File: src/rtl/ps2_keyboard.sv
`timescale 1ns/1ps
// PS/2 device-to-host receiver: oversampled deframing of 11-bit frames into a byte FIFO.
// Latency: byte is visible (ready=1) 2 clk after the synchronized falling edge of the stop bit.
// Backpressure: none toward the keyboard; a byte arriving while the FIFO is full is dropped and flagged on overflow.
//
// Ports:
//   clk        system clock, all logic on posedge
//   clrn       asynchronous active-low reset
//   ps2_clk    raw PS/2 clock line (asynchronous)
//   ps2_data   raw PS/2 data line (asynchronous)
//   nextdata_n active-low pop strobe, one byte per cycle while low and non-empty
//   data       byte at FIFO head (stale entry when empty)
//   ready      FIFO non-empty
//   overflow   sticky: a valid byte was dropped; clears on the next pop
module ps2_keyboard #(
    parameter int FIFO_DEPTH     = 8,
    parameter int TIMEOUT_CYCLES = 50000
) (
    input  logic       clk,
    input  logic       clrn,
    input  logic       ps2_clk,
    input  logic       ps2_data,
    input  logic       nextdata_n,
    output logic [7:0] data,
    output logic       ready,
    output logic       overflow
);

    localparam int AW = $clog2(FIFO_DEPTH);
    localparam int OW = AW + 1;
    localparam int TW = $clog2(TIMEOUT_CYCLES + 1);

    localparam logic [OW-1:0] OCC_FULL = OW'(FIFO_DEPTH);
    localparam logic [TW-1:0] TMO_LAST = TW'(TIMEOUT_CYCLES - 1);

    // ------------------------------------------------------------------
    // Synchronizers and falling-edge detect
    // ------------------------------------------------------------------
    logic [2:0] clk_sync_q;
    logic [1:0] dat_sync_q;
    logic       ps2_fall;
    logic       ps2_bit;

    always_ff @(posedge clk or negedge clrn) begin
        if (!clrn) begin
            clk_sync_q <= '0;
            dat_sync_q <= '0;
        end else begin
            clk_sync_q <= {clk_sync_q[1:0], ps2_clk};
            dat_sync_q <= {dat_sync_q[0], ps2_data};
        end
    end

    // Two oldest clock samples 1 then 0; the first two flops only resolve metastability.
    assign ps2_fall = clk_sync_q[2] & ~clk_sync_q[1];
    assign ps2_bit  = dat_sync_q[1];

    // ------------------------------------------------------------------
    // Deframer: bit counter, shift register, inactivity timeout
    // ------------------------------------------------------------------
    logic [3:0]    cnt_q, cnt_d;
    logic [9:0]    shift_q, shift_d;      // frame bits 0..9; bit 10 is taken live
    logic [TW-1:0] tmo_q, tmo_d;
    logic          push_vld_q, push_vld_d;
    logic [7:0]    push_dat_q, push_dat_d;
    logic          frame_ok;

    // Start low, stop high, odd parity across D0..D7 plus the parity bit.
    assign frame_ok = ~shift_q[0] & ps2_bit & (^shift_q[9:1]);

    always_comb begin
        cnt_d      = cnt_q;
        shift_d    = shift_q;
        tmo_d      = tmo_q;
        push_vld_d = 1'b0;
        push_dat_d = push_dat_q;

        if (ps2_fall) begin
            tmo_d = '0;
            if (cnt_q == 4'd10) begin
                cnt_d      = 4'd0;
                push_vld_d = frame_ok;
                push_dat_d = shift_q[8:1];
            end else begin
                shift_d[cnt_q] = ps2_bit;
                cnt_d          = cnt_q + 4'd1;
            end
        end else if (cnt_q != 4'd0) begin
            // Keyboard stalled mid-frame: abandon the partial frame so the
            // next start bit lines up with bit 0 again.
            if (tmo_q == TMO_LAST) begin
                cnt_d   = 4'd0;
                shift_d = '0;
                tmo_d   = '0;
            end else begin
                tmo_d = tmo_q + TW'(1);
            end
        end else begin
            tmo_d = '0;
        end
    end

    always_ff @(posedge clk or negedge clrn) begin
        if (!clrn) begin
            cnt_q      <= '0;
            shift_q    <= '0;
            tmo_q      <= '0;
            push_vld_q <= 1'b0;
            push_dat_q <= '0;
        end else begin
            cnt_q      <= cnt_d;
            shift_q    <= shift_d;
            tmo_q      <= tmo_d;
            push_vld_q <= push_vld_d;
            push_dat_q <= push_dat_d;
        end
    end

    // ------------------------------------------------------------------
    // Receive FIFO
    // ------------------------------------------------------------------
    logic [7:0]    mem_q [FIFO_DEPTH];
    logic [AW-1:0] wp_q, wp_d;
    logic [AW-1:0] rp_q, rp_d;
    logic [OW-1:0] occ_q, occ_d;
    logic          ovf_q, ovf_d;
    logic          pop;
    logic          full;
    logic          wr_en;

    assign pop   = ~nextdata_n & (occ_q != '0);
    assign full  = (occ_q == OCC_FULL);
    // A pop in the same cycle frees the slot, so a full FIFO still accepts.
    assign wr_en = push_vld_q & (~full | pop);

    always_comb begin
        wp_d  = wp_q;
        rp_d  = rp_q;
        occ_d = occ_q;
        ovf_d = ovf_q;

        if (wr_en) wp_d = wp_q + AW'(1);
        if (pop)   rp_d = rp_q + AW'(1);

        if (wr_en && !pop)      occ_d = occ_q + OW'(1);
        else if (!wr_en && pop) occ_d = occ_q - OW'(1);

        if (pop)                   ovf_d = 1'b0;
        else if (push_vld_q && full) ovf_d = 1'b1;
    end

    always_ff @(posedge clk or negedge clrn) begin
        if (!clrn) begin
            wp_q  <= '0;
            rp_q  <= '0;
            occ_q <= '0;
            ovf_q <= 1'b0;
        end else begin
            wp_q  <= wp_d;
            rp_q  <= rp_d;
            occ_q <= occ_d;
            ovf_q <= ovf_d;
        end
    end

    always_ff @(posedge clk or negedge clrn) begin
        if (!clrn) begin
            for (int i = 0; i < FIFO_DEPTH; i++) begin
                mem_q[i] <= '0;
            end
        end else if (wr_en) begin
            mem_q[wp_q] <= push_dat_q;
        end
    end

    assign data     = mem_q[rp_q];
    assign ready    = (occ_q != '0);
    assign overflow = ovf_q;

endmodule

File: config.mk
export PLATFORM = sky130hd
export DESIGN_NAME = ps2_keyboard
export DESIGN_NICKNAME = d
export VERILOG_FILES = /design/src/rtl/ps2_keyboard.sv
export SDC_FILE = /design/constraint.sdc
export NUM_CORES = 1
export LEC_CHECK = 0
export BUFFER_PORTS_ARGS = -buffer_cell sky130_fd_sc_hd__buf_2
export CAP_MARGIN = 5
export CORE_UTILIZATION = 59
export DETAILED_ROUTE_END_ITERATION = 8
export GPL_ROUTABILITY_DRIVEN = 1
export PLACE_DENSITY = 0.76
export SYNTH_ARGS = -nofsm -noshare
export SYNTH_HDL_FRONTEND = slang
export SYNTH_SLANG_ARGS = --single-unit
File: constraint.sdc
create_clock -name clk -period 3.5 [get_ports clk]
set_input_delay 0.35 -clock clk [delete_from_list [all_inputs] [get_ports clk]]
set_output_delay 0.35 -clock clk [all_outputs]
set_load 0.01 [all_outputs]
==> summary.md, run 1 <==
| Metric | Value |
|---|---|
| Cells after synthesis | just over 400 |
| Mapped cell area | 5510 um^2 |
| Fmax | 377 MHz |
| Vias per cell | 6.16 |
| Initial Util | 62.0% |
| Seq cells post-synth | 119 |
| GRT Overall Usage | between 20% and 30% |
| Synth top area share | a little over half |
| Top-level I/O count | 15 |
| Global route overflow | 0 |
| WHS | 0.0803 ns |
| Worst Hold Class | input pin to flip-flop |
| # Post-CTS Setup Buffers | 0 |
| Post-synth cell types | 55 |
| Setup crit end kind | primary output |
| Drt total wl | about 11000 um |
| Biggest area consumer among synthesized cells | dfrtp_1 |
| Max-Cap Viols | 0 |
| # fillers | 555 |
| Clock Skews | 0.0116 ns |
| Routability cong. | 0.794 |
| Post-route cell area | approximately 6300 um^2 |
| First DRT Iteration DRCs | approximately 130 |
| Slowest stage delay, CP | a little over 0.9 ns |
| FFs w/ async S/R, synth | 100% |
| Sum Neg Setup Slack | 0 ns |
| Post-Syn Area per Cell | 13.6 um^2 |
| Register area share after synthesis | between 50% and 60% |
| Commonest cells after routing, fill and taps aside | 119 x dfrtp_1, 45 x mux2_1, 38 x mux2_2 |
| Leak | 3.00 nW |
| Vias | 3370 |
| Slew HR | 40.9% |
| Critical Path Slowest Stage Cell | dfrtp_1 |
| Vias in the first global route | roughly 3.5k |
| RSZ-0062 raised after global routing | false |
| Placed Area | 5670 um^2 |
| CP Launch Type | flip-flop |
| Crit path kind | flip-flop to primary output |
| Dominant cells by area after synthesis | dfrtp_1 54%, mux2_1 9.2%, mux2_2 7.8% |
| Final net count | 438 |
| Tcrit/Tclk final | 75.7% |
| CP Max Fanout | 18 |
| Row count | 34 |
| Post-synth EDFFs | 0 |
| CP Cell Sequence | mux4_2 > mux2_2 > buf_2 |
| Worst Setup SP | rp_q[1]$_DFFE_PN0P_ |
| Initial antenna violation count | 0 |
| Cell Pwr Density | 683 nW/um^2 |
| Outcome | finished, final reports clean |
| Die area | 9730 um^2 |
| Core area | 8890 um^2 |
| H-tree levels | 4 |
| Drc violations | 0 |
| Max IR drop VDD | roughly 0.47 mV |
| Cts hold-fix bufs | 3 |
| Die width | 98.6 um |
| CTS buffer count | 17 |
| # port buffers | 14 |
| Post-DP HPWL | 6420 um |
| First-pass GRT wire length | 18300 um |
| Area Growth Syn to Fin | 15.1% |
| Die Ht | roughly 100 um |
| Largest net degree at the start of global routing | 102 |
| Antenna Cells | 0 |
| Mapped Nets | 416 |
| Max Buffers Root-to-Sink | 2 |
| PostCTS Resize Cnt | 0 |
| Fraction of layout cells with a size suffix above 1 | 25.5% |
| Finish-stage setup viols | 0 |
| Avg WL per Cell | 20.2 um |
| Hold Startpoint | nextdata_n |
| CTS tree | built |
| Clk_lat worst skew | around 0.51 ns |
| Fin. max-slew vios | 0 |
| Drt pass-1 iters | 5 |
| Clk pin slew, worst setup/hold paths | 0.06 ns |
| Ys Warns | 0 |
| Root buf cell | clkbuf_8 |
| Critical R2R Launch | occ_q[0]$_DFFE_PN0P_ |
| Commonest non-fill, non-tap cell in the layout | dfrtp_1 |
| Endpoints failing hold | 0 |
| CP required | 3.15 ns |
| Routed Antenna Nets | 0 |
| Synth Flop Type | dfrtp_1 |
| Slew @ Worst Pin | between 0.8 and 0.9 ns |
| Clock Sinks | between 100 and 150 |
| Crit path time final | 2.65 ns |
| Crit path arrival time | 2.30 ns |
## synthesized netlist by cell type, drive strengths merged (2+ instances only)
master,instances
inv,7
a21o,2
dfrtp,119
a21oi,4
nand3,9
o22ai,2
o31ai,3
mux4,16
ha,6
and3,3
o32ai,7
buf,12
nand2,16
xor2,6
nor4,4
or2,2
nand4,4
o21ai,14
nor2,23
nor3,8
clkbuf,5
a211oi,2
nand2b,3
mux2,83
nor3b,2
and4b,3
xnor2,20
and4bb,2
## layer usage
metal	share of wire, %	GRT usage, %	vias up	wire length (um)
met5	0	0	-	0
met4	1.4	8.27	0	151
met3	2.4	5.96	14	264
met2	52	42.4	60	5740
met1	44	32.6	1762	4880
li1	-	-	1534	-
## worst paths after layout
| kind | endpoint | slack, ns | depth (start not counted) |
|---|---|---|---|
| worst min register to register | clk_sync_q[1]$_DFF_PN0_ | 0.35 | 0 |
| worst max register to register | occ_q[3]$_DFFE_PN0P_ | 0.93 | 10 |
| max in group asynchronous | tmo_q[10]$_DFF_PN0_ | 2.44 | 3 |
| min in group asynchronous | rp_q[0]$_DFFE_PN0P_ | 0.26 | 2 |
| worst max-delay path | data[3] | 0.85 | 3 |
| worst min-delay path | overflow$_DFFE_PN0P_ | 0.08 | 2 |
## cell families (layout without fill, tap and decap cells)
| family | count (synthesis) | after routing | share of synthesized area, % |
|---|---|---|---|
| AND/OR/NAND/NOR | 86 | 86 | 8.90 |
| XOR/XNOR | 27 | 27 | 4.54 |
| flip-flops | 119 | 119 | 54.1 |
| AO/OA/AOI/OAI | 40 | 40 | 5.02 |
| buffers and inverters | 25 | 60 | 2.07 |
| adder cells (fa/ha/maj) | 7 | 7 | 1.73 |
| multiplexers | 100 | 100 | 23.7 |
## stage by stage
step / util [%] / power, mW / instances / worst slack, ns
after floorplan: - / 2.27 / 404 / 1.21
after global placement: 63.7 / 2.42 / 512 / 1.06
after detailed placement: 63.7 / 2.46 / 512 / 0.939
after CTS: 71.3 / 4.36 / 547 / 0.850
after global routing: 71.3 / 4.52 / 547 / 0.747
final: 71.3 / 4.33 / 547 / 0.850
## layout make-up
cell class	count	area, um^2	share of cell area (%)
Multi-Input combinational cell	260	2420	38.1
Tap cell	108	135	2.13
Timing Repair Buffer	20	138	2.17
Clock inverter	12	196	3.10
Clock buffer	20	445	7.03
Sequential cell	119	2980	47.0
Inverter	8	30.0	0.474
## critical path, delay by kind of cell, from the launching register on
kind                   cells  cell delay (ns)
DFF                        1             0.92
muxes                      2             0.72
buffers and inverters      1             0.14
## state kept, by name (all words and copies together) (netlist names)
signal and cells:
shift_q 10, occ_q 4, push_vld_q 1, tmo_q 16
clk_sync_q 3, rp_q 3, dat_sync_q 2, wp_q 3
overflow 1, cnt_q 4, push_dat_q 8, mem_q 64
## power breakdown
group,switching [mW],internal (mW)
Clock,0.618,1.26
Sequential,0.239,1.51
Combinational,0.343,0.358
Power figures use the tool's default switching activity.
==> run 2, diff against run 1 <==
Clock period 3.5 ns to 2.75 ns, I/O delays scaled along.
==> run 2 against run 1 <==
Critical path type is now flip-flop to flip-flop. Global-route usage fell by 1.5 points. Non-clock buffer count rose by 4. Clock power rose by 31%. Count of clock-buffer cells in the layout did not move. Final cell count rose by 0.73%. First-iteration DRC count rose by 2.4%. Total power rose by 29%. Clock skew rose by 0.0016 ns. Critical path depth rose by 7. Via count fell by 1.2%. Routed wire length fell by 6.0%. Combinational power rose by 36%.
==> summary.md, run 2 (synthesized netlist as in run 1, its figures left out) <==
| Metric | Value |
|---|---|
| Max reg flops | 64 (unchanged) |
| GRT Overall Usage | 23.7% (-1.5 points) |
| Max-Cap Viols | 0 (unchanged) |
| Post-route cell area | 6390 um^2 (+0.79%) |
| Crit path arrival time | 2.96 ns (+0.66 ns) |
| CP Launch Type | flip-flop |
| Clock Skews | 0.0132 ns (+0.00156 ns) |
| Final net count | 442 (+0.91%) |
| Area Growth Syn to Fin | 16.0% |
| R2R cell count | 10 (unchanged) |
| Fraction of layout cells with a size suffix above 1 | 26.4% (+0.90 points) |
| Tcrit/Tclk final | between 90% and 100% |
| Drt total wl | 10400 um (-6.0%) |
| Outcome | finished, final reports clean |
| Finish-stage setup viols | 0 (unchanged) |
| Initial Util | 62.0% (unchanged) |
| Critical Path Sink | occ_q[3]$_DFFE_PN0P_ |
| Endpoints failing hold | 0 (unchanged) |
| Vias per cell | 6.05 (-1.9%) |
| Sum Neg Setup Slack | 0 ns (unchanged) |
| Sequential cell area | 2980 um^2 (unchanged) |
| # port buffers | 14 (unchanged) |
| Root buf cell | clkbuf_8 |
| Drt pass-1 iters | 4 (-1) |
| Global route overflow | 0 (unchanged) |
| First-pass GRT wire length | 17500 um (-4.8%) |
| CP required | 3.18 ns (+0.03 ns) |
| Antenna Cells | 0 (unchanged) |
| Biggest register | mem_q |
| Largest net degree at the start of global routing | 64 (-37%) |
| Die area | 9730 um^2 (unchanged) |
| Die width | 98.6 um (unchanged) |
| Clk pin slew, worst setup/hold paths | 0.06 ns (about the same) |
| Worst Setup SP | occ_q[1]$_DFFE_PN0P_ |
| Placed Area | 5690 um^2 (+0.31%) |
| # Post-CTS Setup Buffers | 0 (unchanged) |
| Fin. max-slew vios | 0 (unchanged) |
| R2R Setup Slk | 0.22 ns (-0.71 ns) |
| Commonest non-fill, non-tap cell in the layout | dfrtp_1 |
| Clk_lat worst skew | 0.51 ns (about the same) |
| Comb pwr share | 17.0% (+0.8 points) |
| Worst Hold Class | input pin to flip-flop |
| Avg WL per Cell | 18.8 um (-6.7%) |
| Core area | 8890 um^2 (unchanged) |
| Die Ht | 98.6 um (unchanged) |
| CTS tree | built |
| # fillers | 591 (+6.5%) |
| Switching share of power | 26.8% (-0.91 points) |
| Slew HR | 46.8% (+5.9 points) |
| Routed Antenna Nets | 0 (unchanged) |
| Pre-CTS setup slack | 0.151 ns (-0.788 ns) |
| Cell Pwr Density | 874 nW/um^2 (+28%) |
| Top Registers | mem_q (64), tmo_q (16), shift_q (10) |
| Power, Total | 5.58 mW (+29%) |
| Crit path kind | flip-flop to flip-flop |
| First DRT Iteration DRCs | 130 (+2.4%) |
| CTS buffer count | 17 (unchanged) |
| Clock Sinks | 119 (unchanged) |
| Top-level I/O count | 15 (unchanged) |
| Worst Hold Path Cells | 2 (unchanged) |
| Drc violations | 0 (unchanged) |
| CP Max Fanout | 5 (-13) |
| Leak | 3.03 nW (+0.97%) |
| Max Buffers Root-to-Sink | 2 (unchanged) |
| Vias in the first global route | 3390 (-4.5%) |
| Post-DP HPWL | 6460 um (+0.59%) |
| Reg-to-reg critical path endpoint | occ_q[3]$_DFFE_PN0P_ |
| Max IR drop VDD | 0.552 mV (+16%) |
| Setup crit end kind | flip-flop |
| Psw | 1.50 mW (+25%) |
| Fmax | 396 MHz |
| Row count | 34 (unchanged) |
| Part of the power in registers | 38.9% (-1.5 points) |
| Initial antenna violation count | 0 (unchanged) |
| Hold Startpoint | nextdata_n |
| H-tree levels | 4 (unchanged) |
| Layout Cells excl Fill | 551 (+0.73%) |
| Slew @ Worst Pin | 0.798 ns (-0.0884 ns) |
| Commonest cells after routing, fill and taps aside | 119 x dfrtp_1, 45 x mux2_1, 38 x mux2_2 |
| Dpl cells | 516 (+0.78%) |
| Routability cong. | 0.806 (+1.5%) |
| Vias | 3331 (-1.2%) |
| Clock Power Share | 44.1% (+0.7 points) |
| RSZ-0062 raised after global routing | false |
| Crit path time final | 2.53 ns |
| Internal | 4.09 mW (+31%) |
| Critical R2R Launch | occ_q[1]$_DFFE_PN0P_ |
| Area occupied by multi-input gates | 2420 um^2 (+0.26%) |
| Final setup margin | 0.222 ns (-0.629 ns) |
==> run 2: area by class of cell <==
| cell class | count | share of cell area (%) |
|---|---|---|
| Inverter | 8 | 0.470 |
| Clock buffer | 20 | 6.97 |
| Tap cell | 108 | 2.11 |
| Timing Repair Buffer | 24 | 2.43 |
| Clock inverter | 12 | 3.49 |
| Sequential cell | 119 | 46.6 |
| Multi-Input combinational cell | 260 | 37.9 |
==> run 2: per-stage QoR <==
| stage | utilization (%) | hold WS (ns) |
|---|---|---|
| after floorplan | - | -0.0206 |
| after global placement | 63.9 | 0.333 |
| after detailed placement | 63.9 | 0.343 |
| after CTS | 71.8 | 0.0360 |
| after global routing | 71.9 | 0.0382 |
| final | 71.9 | 0.0496 |
==> run 2: power by group through the flow <==
stage	sequential, mW	clock, mW	combinational [mW]
final	2.17	2.46	0.950
after global routing	2.20	2.58	1.06
after CTS	2.16	2.50	0.962
after detailed placement	2.19	0	0.947
after global placement	2.18	0	0.923
after floorplan	2.08	0	0.803
==> run 2: timing repair <==
item / CTS / global route
endpoints found under the setup margin: 0 / 1
endpoints found under the hold margin: 61 / 0
hold buffers: 3 / 0
gates resized for setup: 0 / 1
==> run 2: worst max-delay path: stages, from the launching register on <==
cell,delay [ns]
dfrtp_1,0.45
nor4_2,0.42
nor2_1,0.16
inv_1,0.10
ha_1,0.16
inv_1,0.10
ha_1,0.29
a21o_1,0.18
a21oi_1,0.18
mux2i_1,0.26
xnor2_1,0.15
==> run 2: how the worst min path moves through the flow <==
stage	to
finish	overflow$_DFFE_PN0P_
global route	overflow$_DFFE_PN0P_
CTS	overflow$_DFFE_PN0P_
detailed placement	clk_sync_q[1]$_DFF_PN0_
global placement	dat_sync_q[1]$_DFF_PN0_
floorplan	clk_sync_q[0]$_DFF_PN0_
==> run 2: layer usage <==
| layer | track usage (%) | routed length (um) | part of all wire [%] | up-vias |
|---|---|---|---|---|
| li1 | - | - | - | 1547 |
| met1 | 32.2 | 4770 | 46 | 1734 |
| met2 | 39.0 | 5330 | 51 | 46 |
| met3 | 4.68 | 234 | 2.3 | 4 |
| met4 | 7.58 | 39 | 0.38 | 0 |
| met5 | 0 | 0 | 0 | - |
==> run 3, diff against run 2 <==
Clock period 2.75 ns to 2.45 ns, I/O delays scaled along.
==> run 3 against run 2 <==
Clock power shrank 4%. First-iteration DRC count shrank 6.2%. Critical path depth shrank 6. Combinational power grew 13%. Flip-flop and latch count is the same. Setup slack lost 0.085 ns. Via count shrank 0.75%. Die area is the same. Routed wire length shrank 2.7%. Count of clock-buffer cells in the layout is the same. Core utilization shrank 0.84 points. Sequential power grew 13%. Highest routed layer unchanged.
==> summary.md, run 3 (synthesized netlist as in run 1, its figures left out) <==
| Metric | Value |
|---|---|
| Drt pass-1 iters | 4 (unchanged) |
| Fraction of layout cells with a size suffix above 1 | 25.6% (-0.79 points) |
| GRT Overall Usage | 23.4% (-0.31 points) |
| Clock Skews | 0.00908 ns (-0.00411 ns) |
| Initial Util | 62.0% (unchanged) |
| Cell Pwr Density | 933 nW/um^2 (+6.8%) |
| Top Registers | mem_q (64), tmo_q (16), shift_q (10) |
| Fin. max-slew vios | 0 (unchanged) |
| Fmax | 432 MHz |
| Slew @ Worst Pin | 0.643 ns (-0.155 ns) |
| Reg-to-reg critical path endpoint | occ_q[3]$_DFFE_PN0P_ |
| Die width | 98.6 um (unchanged) |
| Die Ht | 98.6 um (unchanged) |
| Largest net degree at the start of global routing | 120 (+88%) |
| Worst Hold Class | flip-flop to flip-flop |
| Commonest non-fill, non-tap cell in the layout | dfrtp_1 |
| Area occupied by multi-input gates | 2430 um^2 (+0.36%) |
| Clk pin slew, worst setup/hold paths | 0.06 ns (about the same) |
| RSZ-0062 raised after global routing | false |
| Vias in the first global route | 3427 (+1.1%) |
| Placed Area | 5690 um^2 (about the same) |
| First DRT Iteration DRCs | 122 (-6.2%) |
| Setup crit end kind | primary output |
| Final net count | 442 (unchanged) |
| Antenna Cells | 0 (unchanged) |
| Drt total wl | 10100 um (-2.7%) |
| Clock Sinks | 119 (unchanged) |
| Critical R2R Launch | occ_q[0]$_DFFE_PN0P_ |
| Initial antenna violation count | 0 (unchanged) |
| Vias | 3306 (-0.75%) |
| Drc violations | 0 (unchanged) |
| Crit path kind | flip-flop to primary output |
| Area Growth Syn to Fin | 14.6% |
| Hold Startpoint | dat_sync_q[0]$_DFF_PN0_ |
| Avg WL per Cell | 18.4 um (-2.4%) |
| Tcrit/Tclk final | 94.4% |
| Commonest cells after routing, fill and taps aside | 119 x dfrtp_1, 45 x mux2_1, 38 x mux2_2 |
| Critical path's top delay family | multiplexers |
| Endpoints failing hold | 0 (unchanged) |
| Leak | 2.99 nW (-1.2%) |
| Outcome | finished, final reports clean |
| CP Max Fanout | 18 (+13) |
| Routed Antenna Nets | 0 (unchanged) |
| Root buf cell | clkbuf_8 |
| Finish-stage setup viols | 0 (unchanged) |
| Max reg flops | 64 (unchanged) |
| Core area | 8890 um^2 (unchanged) |
| Gr busiest metal | met2 |
| Post-DP HPWL | 6260 um (-3.1%) |
| CP Launch Type | flip-flop |
| Slew HR | 57.1% (+10 points) |
| Vias per cell | 6.02 (-0.39%) |
| Row count | 34 (unchanged) |
| Grt met3 use | 5.46% (+0.78 points) |
| Critical Path Slowest Stage Cell | mux4_2 |
| CP required | 2.20 ns (-0.98 ns) |
| Die area | 9730 um^2 (unchanged) |
| Slowest stage delay, CP | 0.54 ns (+0.09 ns) |
| Met2 Use GR | 38.9% (-0.054 points) |
| Max Buffers Root-to-Sink | 2 (unchanged) |
| Max-Cap Viols | 0 (unchanged) |
| R2R Setup Slk | 0.20 ns (-0.02 ns) |
| Global route overflow | 0 (unchanged) |
| Worst Hold Path Cells | 0 (-2) |
| Sequential cell area | 2980 um^2 (unchanged) |
| Post-route cell area | 6310 um^2 (-1.2%) |
| Routability cong. | 0.796 (-1.3%) |
| Clk_lat worst skew | 0.51 ns (about the same) |
| R2R cell count | 9 (-1) |
| GR Util met1 | 30.1% (-2.1 points) |
| # fillers | 588 (-0.51%) |
| Worst hold path endpoint | dat_sync_q[1]$_DFF_PN0_ |
| # Post-CTS Setup Buffers | 0 (unchanged) |
| CTS tree | built |
| # port buffers | 14 (unchanged) |
| Sum Neg Setup Slack | 0 ns (unchanged) |
| Crit path arrival time | 2.07 ns (-0.89 ns) |
| Biggest register | mem_q |
| First-pass GRT wire length | 17200 um (-1.5%) |
| CTS buffer count | 17 (unchanged) |
| Max IR drop VDD | 0.651 mV (+18%) |
| Crit path time final | around 2.3 ns |
| Top-level I/O count | 15 (unchanged) |
| H-tree levels | 4 (unchanged) |
| CP Cell Sequence | buf_6 > mux4_2 > mux2_2 > buf_2 |
| Buf+Inv Stages, Crit Path | 2 (unchanged) |
==> run 3: cell types whose count changed in the layout (fill, tap and decap cells not counted), moves of 2 or more <==
cell	change
buf_4	-3
bufinv_16	-3
clkinv_2	+3
clkinv_4	-2
==> run 3: how the worst max path moves through the flow <==
| stage | start | to | depth (start not counted) |
|---|---|---|---|
| global route | occ_q[0]$_DFFE_PN0P_ | occ_q[3]$_DFFE_PN0P_ | 10 |
| CTS | rp_q[0]$_DFFE_PN0P_ | data[4] | 4 |
| finish | rp_q[0]$_DFFE_PN0P_ | data[3] | 4 |
| global placement | occ_q[1]$_DFFE_PN0P_ | occ_q[3]$_DFFE_PN0P_ | 10 |
| floorplan | occ_q[0]$_DFFE_PN0P_ | occ_q[3]$_DFFE_PN0P_ | 10 |
| detailed placement | occ_q[1]$_DFFE_PN0P_ | occ_q[3]$_DFFE_PN0P_ | 10 |
==> run 3: where the power goes <==
part | leakage (nW) | internal [mW] | switching [mW]
Clock | 0.276 | 1.55 | 0.819
Combinational | 1.10 | 0.541 | 0.533
Sequential | 1.62 | 2.16 | 0.291
Total | 2.99 | 4.25 | 1.64
==> run 3: repair_timing <==
action,in CTS,in global routing
gates resized for setup,0,3
hold endpoints to repair,122,0
hold buffers,4,0
endpoints found under the setup margin,0,8
==> run 3: final cells by class <==
type,instances,area share (%)
sequential,119,47.2
tap,108,2.14
inverter,8,0.476
multi-input combinational,260,38.5
clock inverter,10,2.06
timing repair buffer,24,2.75
clock buffer,20,6.90
==> run 3: per-stage QoR <==
| step | utilization (%) | setup slack, ns | total power [mW] | instances | hold WS (ns) |
|---|---|---|---|---|---|
| finish | 71.0 | 0.136 | 5.89 | 549 | 0.347 |
| global route | 71.0 | 0.0276 | 6.18 | 549 | 0.359 |
| CTS | 70.8 | 0.0206 | 5.92 | 549 | 0.347 |
| detailed placement | 64.0 | 0.108 | 3.53 | 515 | 0.335 |
| global placement | 64.0 | 0.227 | 3.49 | 515 | 0.332 |
| floorplan | - | 0.160 | 3.24 | 404 | -0.0506 |
==> run 3: metal layers <==
| layer | share of wire [%] | vias to the layer above |
|---|---|---|
| li1 | - | 1539 |
| met1 | 45 | 1708 |
| met2 | 51 | 47 |
| met3 | 3.0 | 12 |
| met4 | 1.3 | 0 |
| met5 | 0 | - |
